<file path="src/rtl/alu_op_sequencer_if.sv">
// Request/result handshake bundle between a requester and alu_op_sequencer.
// The requester drives the master side; the sequencer sits on the slave side.
interface alu_op_sequencer_if;
    logic        req_valid;
    logic        req_ready;
    logic [4:0]  req_op;
    logic [31:0] req_a;
    logic [31:0] req_b;
    logic        res_valid;
    logic        res_ready;
    logic [31:0] res_lo;
    logic [31:0] res_hi;
    logic        res_illegal;
    logic        res_divz;

    modport master (
        output req_valid, req_op, req_a, req_b, res_ready,
        input  req_ready, res_valid, res_lo, res_hi, res_illegal, res_divz
    );

    modport slave (
        input  req_valid, req_op, req_a, req_b, res_ready,
        output req_ready, res_valid, res_lo, res_hi, res_illegal, res_divz
    );
endinterface

</file>
<file path="src/rtl/alu_op_sequencer.sv">
// Sequences one operation at a time through a shared external ALU: latch operands,
// let the ALU settle (longer for mul/div), capture the 64-bit result and hold it until taken.
module alu_op_sequencer #(
    parameter int unsigned MULDIV_WAIT = 4
) (
    input  logic                clock,
    input  logic                reset,
    alu_op_sequencer_if.slave   bus,
    output logic [31:0]         alu_y,
    output logic [31:0]         alu_b,
    output logic [4:0]          alu_op,
    input  logic [63:0]         alu_c,
    output logic                busy,
    output logic [15:0]         op_count
);

    localparam logic [4:0] OP_ADD  = 5'b00011;
    localparam logic [4:0] OP_SUB  = 5'b00100;
    localparam logic [4:0] OP_AND  = 5'b00101;
    localparam logic [4:0] OP_OR   = 5'b00110;
    localparam logic [4:0] OP_SHR  = 5'b00111;
    localparam logic [4:0] OP_SHRA = 5'b01000;
    localparam logic [4:0] OP_SHL  = 5'b01001;
    localparam logic [4:0] OP_ROR  = 5'b01010;
    localparam logic [4:0] OP_ROL  = 5'b01011;
    localparam logic [4:0] OP_MUL  = 5'b01111;
    localparam logic [4:0] OP_DIV  = 5'b10000;
    localparam logic [4:0] OP_NEG  = 5'b10001;
    localparam logic [4:0] OP_NOT  = 5'b10010;

    // Only the low four bits are meaningful; the legal range is 0..15.
    localparam logic [3:0] WAIT_LOAD = 4'(MULDIV_WAIT);

    typedef enum logic [1:0] {
        ST_IDLE = 2'd0,
        ST_EXEC = 2'd1,
        ST_DONE = 2'd2
    } state_t;

    function automatic logic op_is_legal(input logic [4:0] op);
        logic legal;
        case (op)
            OP_ADD, OP_SUB, OP_AND, OP_OR, OP_SHR, OP_SHRA, OP_SHL,
            OP_ROR, OP_ROL, OP_MUL, OP_DIV, OP_NEG, OP_NOT: legal = 1'b1;
            default:                                        legal = 1'b0;
        endcase
        return legal;
    endfunction

    function automatic logic op_is_muldiv(input logic [4:0] op);
        return (op == OP_MUL) || (op == OP_DIV);
    endfunction

    state_t      state_reg;
    logic [4:0]  op_reg;
    logic [31:0] a_reg;
    logic [31:0] b_reg;
    logic [3:0]  wait_reg;
    logic [31:0] res_lo_reg;
    logic [31:0] res_hi_reg;
    logic        illegal_reg;
    logic        divz_reg;
    logic        res_valid_reg;
    logic        req_ready_reg;
    logic        busy_reg;
    logic [4:0]  alu_op_reg;
    logic [15:0] op_count_reg;

    always_ff @(posedge clock) begin
        if (reset) begin
            state_reg     <= ST_IDLE;
            op_reg        <= 5'b00000;
            a_reg         <= 32'h0;
            b_reg         <= 32'h0;
            wait_reg      <= 4'h0;
            res_lo_reg    <= 32'h0;
            res_hi_reg    <= 32'h0;
            illegal_reg   <= 1'b0;
            divz_reg      <= 1'b0;
            res_valid_reg <= 1'b0;
            req_ready_reg <= 1'b1;
            busy_reg      <= 1'b0;
            alu_op_reg    <= 5'b00000;
            op_count_reg  <= 16'h0000;
        end else begin
            case (state_reg)
                ST_IDLE: begin
                    if (bus.req_valid) begin
                        op_reg        <= bus.req_op;
                        a_reg         <= bus.req_a;
                        b_reg         <= bus.req_b;
                        illegal_reg   <= 1'b0;
                        divz_reg      <= 1'b0;
                        req_ready_reg <= 1'b0;
                        busy_reg      <= 1'b1;
                        // Faulting ops never reach the ALU: report immediately with a zero result.
                        if (!op_is_legal(bus.req_op)) begin
                            state_reg     <= ST_DONE;
                            res_lo_reg    <= 32'h0;
                            res_hi_reg    <= 32'h0;
                            illegal_reg   <= 1'b1;
                            res_valid_reg <= 1'b1;
                        end else if ((bus.req_op == OP_DIV) && (bus.req_b == 32'h0)) begin
                            state_reg     <= ST_DONE;
                            res_lo_reg    <= 32'h0;
                            res_hi_reg    <= 32'h0;
                            divz_reg      <= 1'b1;
                            res_valid_reg <= 1'b1;
                        end else begin
                            state_reg  <= ST_EXEC;
                            wait_reg   <= op_is_muldiv(bus.req_op) ? WAIT_LOAD : 4'h0;
                            alu_op_reg <= bus.req_op;
                        end
                    end
                end
                ST_EXEC: begin
                    if (wait_reg != 4'h0) begin
                        wait_reg <= wait_reg - 4'h1;
                    end else begin
                        state_reg     <= ST_DONE;
                        res_lo_reg    <= alu_c[31:0];
                        res_hi_reg    <= alu_c[63:32];
                        res_valid_reg <= 1'b1;
                        alu_op_reg    <= 5'b00000;
                    end
                end
                ST_DONE: begin
                    // req_ready only rises here, so an accept cannot share this edge.
                    if (bus.res_ready) begin
                        state_reg     <= ST_IDLE;
                        res_valid_reg <= 1'b0;
                        busy_reg      <= 1'b0;
                        req_ready_reg <= 1'b1;
                        op_count_reg  <= op_count_reg + 16'h0001;
                    end
                end
                default: begin
                    state_reg     <= ST_IDLE;
                    res_valid_reg <= 1'b0;
                    busy_reg      <= 1'b0;
                    req_ready_reg <= 1'b1;
                    alu_op_reg    <= 5'b00000;
                end
            endcase
        end
    end

    assign bus.req_ready   = req_ready_reg;
    assign bus.res_valid   = res_valid_reg;
    assign bus.res_lo      = res_lo_reg;
    assign bus.res_hi      = res_hi_reg;
    assign bus.res_illegal = illegal_reg;
    assign bus.res_divz    = divz_reg;
    assign alu_y           = a_reg;
    assign alu_b           = b_reg;
    assign alu_op          = alu_op_reg;
    assign busy            = busy_reg;
    assign op_count        = op_count_reg;

endmodule
</file>
<file path="src/flat_wrapper.sv">
// flat-port wrapper written by rule: the top's interface ports become plain ports
module alu_op_sequencer_flat 
#(
    parameter int unsigned MULDIV_WAIT = 4
)
  (clock, reset, alu_y, alu_b, alu_op, alu_c, busy, op_count, bus_req_valid, bus_req_op, bus_req_a, bus_req_b, bus_res_ready, bus_req_ready, bus_res_valid, bus_res_lo, bus_res_hi, bus_res_illegal, bus_res_divz);
  alu_op_sequencer_if bus_i ();
  input  logic clock;
  input  logic reset;
  output logic [31:0] alu_y;
  output logic [31:0] alu_b;
  output logic [4:0] alu_op;
  input  logic [63:0] alu_c;
  output logic busy;
  output logic [15:0] op_count;
  input wire logic [$bits(bus_i.req_valid)-1:0] bus_req_valid;
  input wire logic [$bits(bus_i.req_op)-1:0] bus_req_op;
  input wire logic [$bits(bus_i.req_a)-1:0] bus_req_a;
  input wire logic [$bits(bus_i.req_b)-1:0] bus_req_b;
  input wire logic [$bits(bus_i.res_ready)-1:0] bus_res_ready;
  output wire logic [$bits(bus_i.req_ready)-1:0] bus_req_ready;
  output wire logic [$bits(bus_i.res_valid)-1:0] bus_res_valid;
  output wire logic [$bits(bus_i.res_lo)-1:0] bus_res_lo;
  output wire logic [$bits(bus_i.res_hi)-1:0] bus_res_hi;
  output wire logic [$bits(bus_i.res_illegal)-1:0] bus_res_illegal;
  output wire logic [$bits(bus_i.res_divz)-1:0] bus_res_divz;
  assign bus_i.req_valid = bus_req_valid;
  assign bus_i.req_op = bus_req_op;
  assign bus_i.req_a = bus_req_a;
  assign bus_i.req_b = bus_req_b;
  assign bus_i.res_ready = bus_res_ready;
  assign bus_req_ready = bus_i.req_ready;
  assign bus_res_valid = bus_i.res_valid;
  assign bus_res_lo = bus_i.res_lo;
  assign bus_res_hi = bus_i.res_hi;
  assign bus_res_illegal = bus_i.res_illegal;
  assign bus_res_divz = bus_i.res_divz;
  alu_op_sequencer #(.MULDIV_WAIT(MULDIV_WAIT)) u_core (.clock(clock), .reset(reset), .bus(bus_i), .alu_y(alu_y), .alu_b(alu_b), .alu_op(alu_op), .alu_c(alu_c), .busy(busy), .op_count(op_count));
endmodule
</file>
<file path="config.mk">
export PLATFORM = sky130hd
export DESIGN_NAME = alu_op_sequencer_flat
export DESIGN_NICKNAME = d
export VERILOG_FILES = /design/src/rtl/alu_op_sequencer_if.sv /design/src/rtl/alu_op_sequencer.sv /design/src/flat_wrapper.sv
export SDC_FILE = /design/constraint.sdc
export NUM_CORES = 1
export LEC_CHECK = 0
export ABC_AREA = 1
export ABC_CLOCK_PERIOD_IN_PS = 2900
export CAP_MARGIN = 5
export CORE_MARGIN = 2
export CORE_UTILIZATION = 39
export DETAILED_ROUTE_END_ITERATION = 7
export PLACE_DENSITY = 0.73
export SYNTH_ARGS = -nofsm -noshare
export SYNTH_HDL_FRONTEND = slang
export SYNTH_SLANG_ARGS = --single-unit
</file>
<file path="constraint.sdc">
create_clock -name clock -period 2.9 [get_ports clock]
set_input_delay 0.58 -clock clock [delete_from_list [all_inputs] [get_ports clock]]
set_output_delay 0.58 -clock clock [all_outputs]
set_load 0.005 [all_outputs]
</file>
Yosys cells after proc, flatten, opt, wreduce, memory -nomap -nowiden
Memories as Yosys holds them, arrays and structs flattened. Cells that the tools add are included. W data, S select, Z words.

Reduce and logical (&&, ||, !) cells: 14. Add/sub/neg operators: 2. Equal/unequal tests: 11. Mux-type cells: 41. Bitwise logic cells: 2.

Operator list (number): $mux W32 (5); $pmux W32 S2 (2); $logic_not A32 Y1 (1); $mux W5 (4); $add A16 B1 Y16 const B (1); $mux W4 (4); $pmux W5 S3 (1); $mux W1 (14); $mux W2 (5); $reduce_and A5 Y1 (2); $pmux W1 S3 (3); $ne A2 B2 Y1 const B (4); $pmux W4 S2 (1); $reduce_and A4 Y1 (2); $pmux W2 S3 (1); $reduce_and A3 Y1 (2); $eq A5 B4 Y1 const B (1); $eq A5 B5 Y1 const B (1); $ne A2 B1 Y1 const B (2); $reduce_and A2 Y1 (2); $reduce_bool A4 Y1 (1); $sub A4 B1 Y4 const B (1); $mux W3 (1); $ne A3 B3 Y1 const B (1); 7 further kinds (8).

Memories: 1. Bits in registers: 160. ROM bits: 32. Bits of input ports: 137. Logic and storage cells: 84.

Memories: (no name shown) (words 32, bits a word 1, rd ports 1, clocked after memory_dff 0, write ports 0, RTL line alu_op_sequencer.sv:42) `case (op)`.

Logic depth before layout (Yosys ltp)
Depth in word-level cells: 7. Depth in mapped cells: 12. Mapped depth without buffers: 11.

Worst setup path after synthesis
No wires, ideal clock.

Path type: input -> register. From: input bus_req_b[31]. To: register u_core.res_hi_reg[3] (netlist: u_core.bus.res_hi[3]). Slack: 1.196 ns. Arrival time: 1.571 ns. Cell stages on the path: 12. Data required time: 2.768 ns. Cell sequence: nor2_1 nand2_1 nor2_1 nand2_1 nor2_1 nand2_1 nand2_1 nand2_1 buf_4 buf_4 nand2_1 a21oi_1.

Longest elaborated chain between the ends: 4.

Ends and longest elaborated chain: from (decl) (RTL line flat_wrapper.sv:19) `input wire logic [$bits(bus_i.req_b)-1:0] bus_req_b;`; $logic_not A32 Y1 (RTL line alu_op_sequencer.sv:103) `end else if ((bus.req_op == OP_DIV) && (bus.req_b == 32'h0)) begin`; $logic_and A1 B1 Y1 (RTL line alu_op_sequencer.sv:103); $ne A3 B3 Y1 (no line); $reduce_and A4 Y1 (no line); to (signal assigned) (RTL line alu_op_sequencer.sv:122) `res_hi_reg <= alu_c[63:32];`; to (decl) (RTL line alu_op_sequencer.sv:60) `logic [31:0] res_hi_reg;`.

No other way between the ends. A chain may end at the register's enable or synchronous reset.

Final worst setup path
From: register u_core.op_count_reg[9] (netlist: u_core.op_count[9]). To: output op_count[9].

RTL lines: from (decl) (RTL line alu_op_sequencer.sv:67) `logic [15:0] op_count_reg;`; from (signal assigned) (RTL line alu_op_sequencer.sv:134) `op_count_reg <= op_count_reg + 16'h0001;`; to (decl) (RTL line flat_wrapper.sv:15) `output logic [15:0] op_count;`.

No word-level cell between the ends.

==> results.toml <==
[run_status]
outcome = "finished, final reports clean"

[route]
drc = 0
first_pass_iters = 6
wire_per_inst_microns = 14.47
top_layer_used = "met4"
ant_nets = 0
routed_via_density = 4.807
finalWirelength_microns = 19070
wl_met3_microns = 1994
wl_met1_microns = 8324
wl_met2_microns = 8418
vias = 6335
drtIter0Drc = 254

[cells_and_area]
final_core_util_pct = 62.44
fin_nets = 1230
antennaDiodeCount = 0
syn_to_final_growth_pct = 58.72
drive_above_1_share_pct = 5.445
final_cells = 1318

[clock_network]
cts_tree = "done"
clk_latency_ns = 0.42
holdBufCountCts = 0
cts_made_buffers = 17
clk_pin_slew_ns = 0.06
clock_tree.root_cell = "clkbuf_16"
cts_resized = 0
cts_setup_buffers = 0
clockBufferDepth = 2
htree_levels = 4
clock-sinks = 160

[power_and_ir_drop]
power_frac_seq_pct = 41.0
ir_drop_mv = 0.3983
power_frac_comb_pct = 22.2
p_leak_nw = 3.688
powerDensity_mw_per_mm2 = 620.8
internal_power_mw = 4.433
clock_power_share_pct = 36.9
netSwitchingFraction_pct = 27.21
p_sw_mw = 1.657

[critical_path]
worstPathMaxFanout = 7
slowest_stage = "clkdlybuf4s50_1"
worstSetupStartpointType = "register"
slowest_delay_ns = 0.58
worst_ep_required_time_ns = 2.32
critPathTopFamily = "buffers and inverters"
path_buf_inv = 1
cp-end-kind = "output port"
worst-setup-path-type = "register to output port"
crit_arrival_ns = 1.44
critical_path.cell_chain = "clkdlybuf4s50_1"

[global_route]
grt_use_total_pct = 21.65
grt_pass1_wl_microns = 28820
grt_pass1_vias = 5825
antenna_found_initial = 0
grt_overflow = 0
grt_max_degree = 76

[timing]
setup_viol = 0
slew_headroom_pct = 42.53
min_period_ns = 2.019
drv_slew = 0
finalHoldViolCount = 0
setup-tns-final_ns = 0
fin_crit_sh_pct = 69.63
rsz0062_at_grt = "false"
tightest_slew_ns = 0.8621
clock-skew-final_ns = 0.006327
fin_ws_ns = 0.8807
hold_ws_ns = 0.4574
fmax_mhz = 495.2

[synthesis]
synthArstFlopShare_pct = 0
yosys_warnings = 0
syn_area_sq_mm = 0.006181
synth_edf_count = 0
synth_nets = 964
synth-seq-cells = 160
yosysSeqAreaShare_pct = 51.82
synth-main-ff-cell = "dfxtp_1"
synthesis.instances = 825
synth_cell_types = 30
syn_avg_cell_area_sq_um = 7.492

[floorplan]
die_w_microns = 129.9
start_util_pct = 39.34
die-area_sq_mm = 0.01687
boundaryPins = 291
coreArea_sq_mm = 0.01571
rows = 46
chipHeight_microns = 129.9

[placed_design]
pre_cts_slack_ns = 0.4896
gp_congestion = 0.8261
hpwl_microns = 13090
dp_cells = 1288
portBuffers = 290

[flow_run]
drv_cap = 0

[min_path]
hold_class = "register to register"
==> final cells by class <==
type                       instances  area [sq um]
fill                            1384          5902
clock inverter                    11         141.4
timing repair buffer             299          3015
inverter                          37         138.9
sequential                       160          3203
multi-input combinational        576          2599
clock buffer                      19         442.9
tap                              216         270.3
==> Yosys cell counts, types with 2 or more instances <==
cell type	count	share of area, %
a21oi_1	82	6.6
buf_1	3	0.18
buf_2	5	0.40
buf_4	13	1.6
clkbuf_1	31	1.9
dfxtp_1	160	52
ha_1	2	0.40
inv_1	32	1.9
inv_2	5	0.30
nand2_1	125	7.6
nand3_1	75	6.1
nand4_1	11	1.1
nor2_1	182	11
nor2_2	3	0.30
nor2_4	2	0.36
nor3_1	5	0.40
o21ai_0	60	4.9
o21ai_1	15	1.2
or2_2	2	0.20
xor2_1	2	0.28
==> power by group through the flow <==
stage	clock network [mW]	registers (mW)	logic [mW]
5_1_grt	2.38	2.52	1.48
6_report	2.25	2.49	1.35
4_1_cts	2.29	2.49	1.36
3_3_place_gp	0	2.53	1.35
2_1_floorplan	0	2.55	0.622
3_5_place_dp	0	2.54	1.35
==> metrics by stage <==
step	power [mW]	instance area, sq um
4_1_cts	6.146	9811
3_3_place_gp	3.885	9226
5_1_grt	6.372	9811
6_report	6.090	9811
3_5_place_dp	3.890	9226
2_1_floorplan	3.172	6181
==> path summary, 6_finish.rpt <==
| check | startpoint | to | slack, ns | cells after the start |
|---|---|---|---|---|
| setup / recovery | u_core.op_count[9] | op_count[9] | 0.88 | 1 |
| hold / removal | u_core.bus.res_lo[26] | u_core.bus.res_lo[26] | 0.46 | 2 |
| hold reg to reg | u_core.bus.res_lo[26] | u_core.bus.res_lo[26] | 0.46 | 2 |
| setup reg to reg | u_core.wait_reg[0] | u_core.bus.res_hi[31] | 1.09 | 9 |
==> tightest hold or removal path, stage by stage, from the launching register on <==
cell and delay (ns):
dfxtp_1 0.30, nand2_1 0.06, a21oi_1 0.05
==> cells by family (layout without fill, tap and decap cells) <==
kind of cell,count (synthesis),in the layout,share of synthesized area [%]
AND/OR/NAND/NOR,410,410,27.85
AO/OA/AOI/OAI,162,162,13.34
flip-flops,160,160,51.82
buffers and inverters,89,366,6.295
adder cells (fa/ha/maj),2,2,0.4048
XOR/XNOR,2,2,0.2835
==> metal layers <==
layer | global-route usage (%) | vias to the layer above
met3 | 9.348 | 23
met5 | 0 | -
met1 | 26.22 | 2862
li1 | - | 3227
met2 | 34.22 | 223
met4 | 8.159 | 0
==> cell usage in the layout, fill, tap and decap left out, drive strengths merged <==
| cell type | count |
|---|---|
| ha | 2 |
| nor3 | 6 |
| nand3 | 76 |
| or2 | 2 |
| xor2 | 2 |
| buf | 10 |
| dfxtp | 160 |
| a21oi | 83 |
| clkinv | 5 |
| clkdlybuf4s50 | 289 |
| o21ai | 76 |
| nand4 | 12 |
| clkinvlp | 3 |
| o22ai | 1 |
| clkbuf | 19 |
| o21a | 1 |
| bufinv | 3 |
| inv | 37 |
| nor3b | 1 |
| nor2 | 187 |
| o21bai | 1 |
| nand2 | 126 |
No activity file was read; power rests on OpenSTA's default activity.
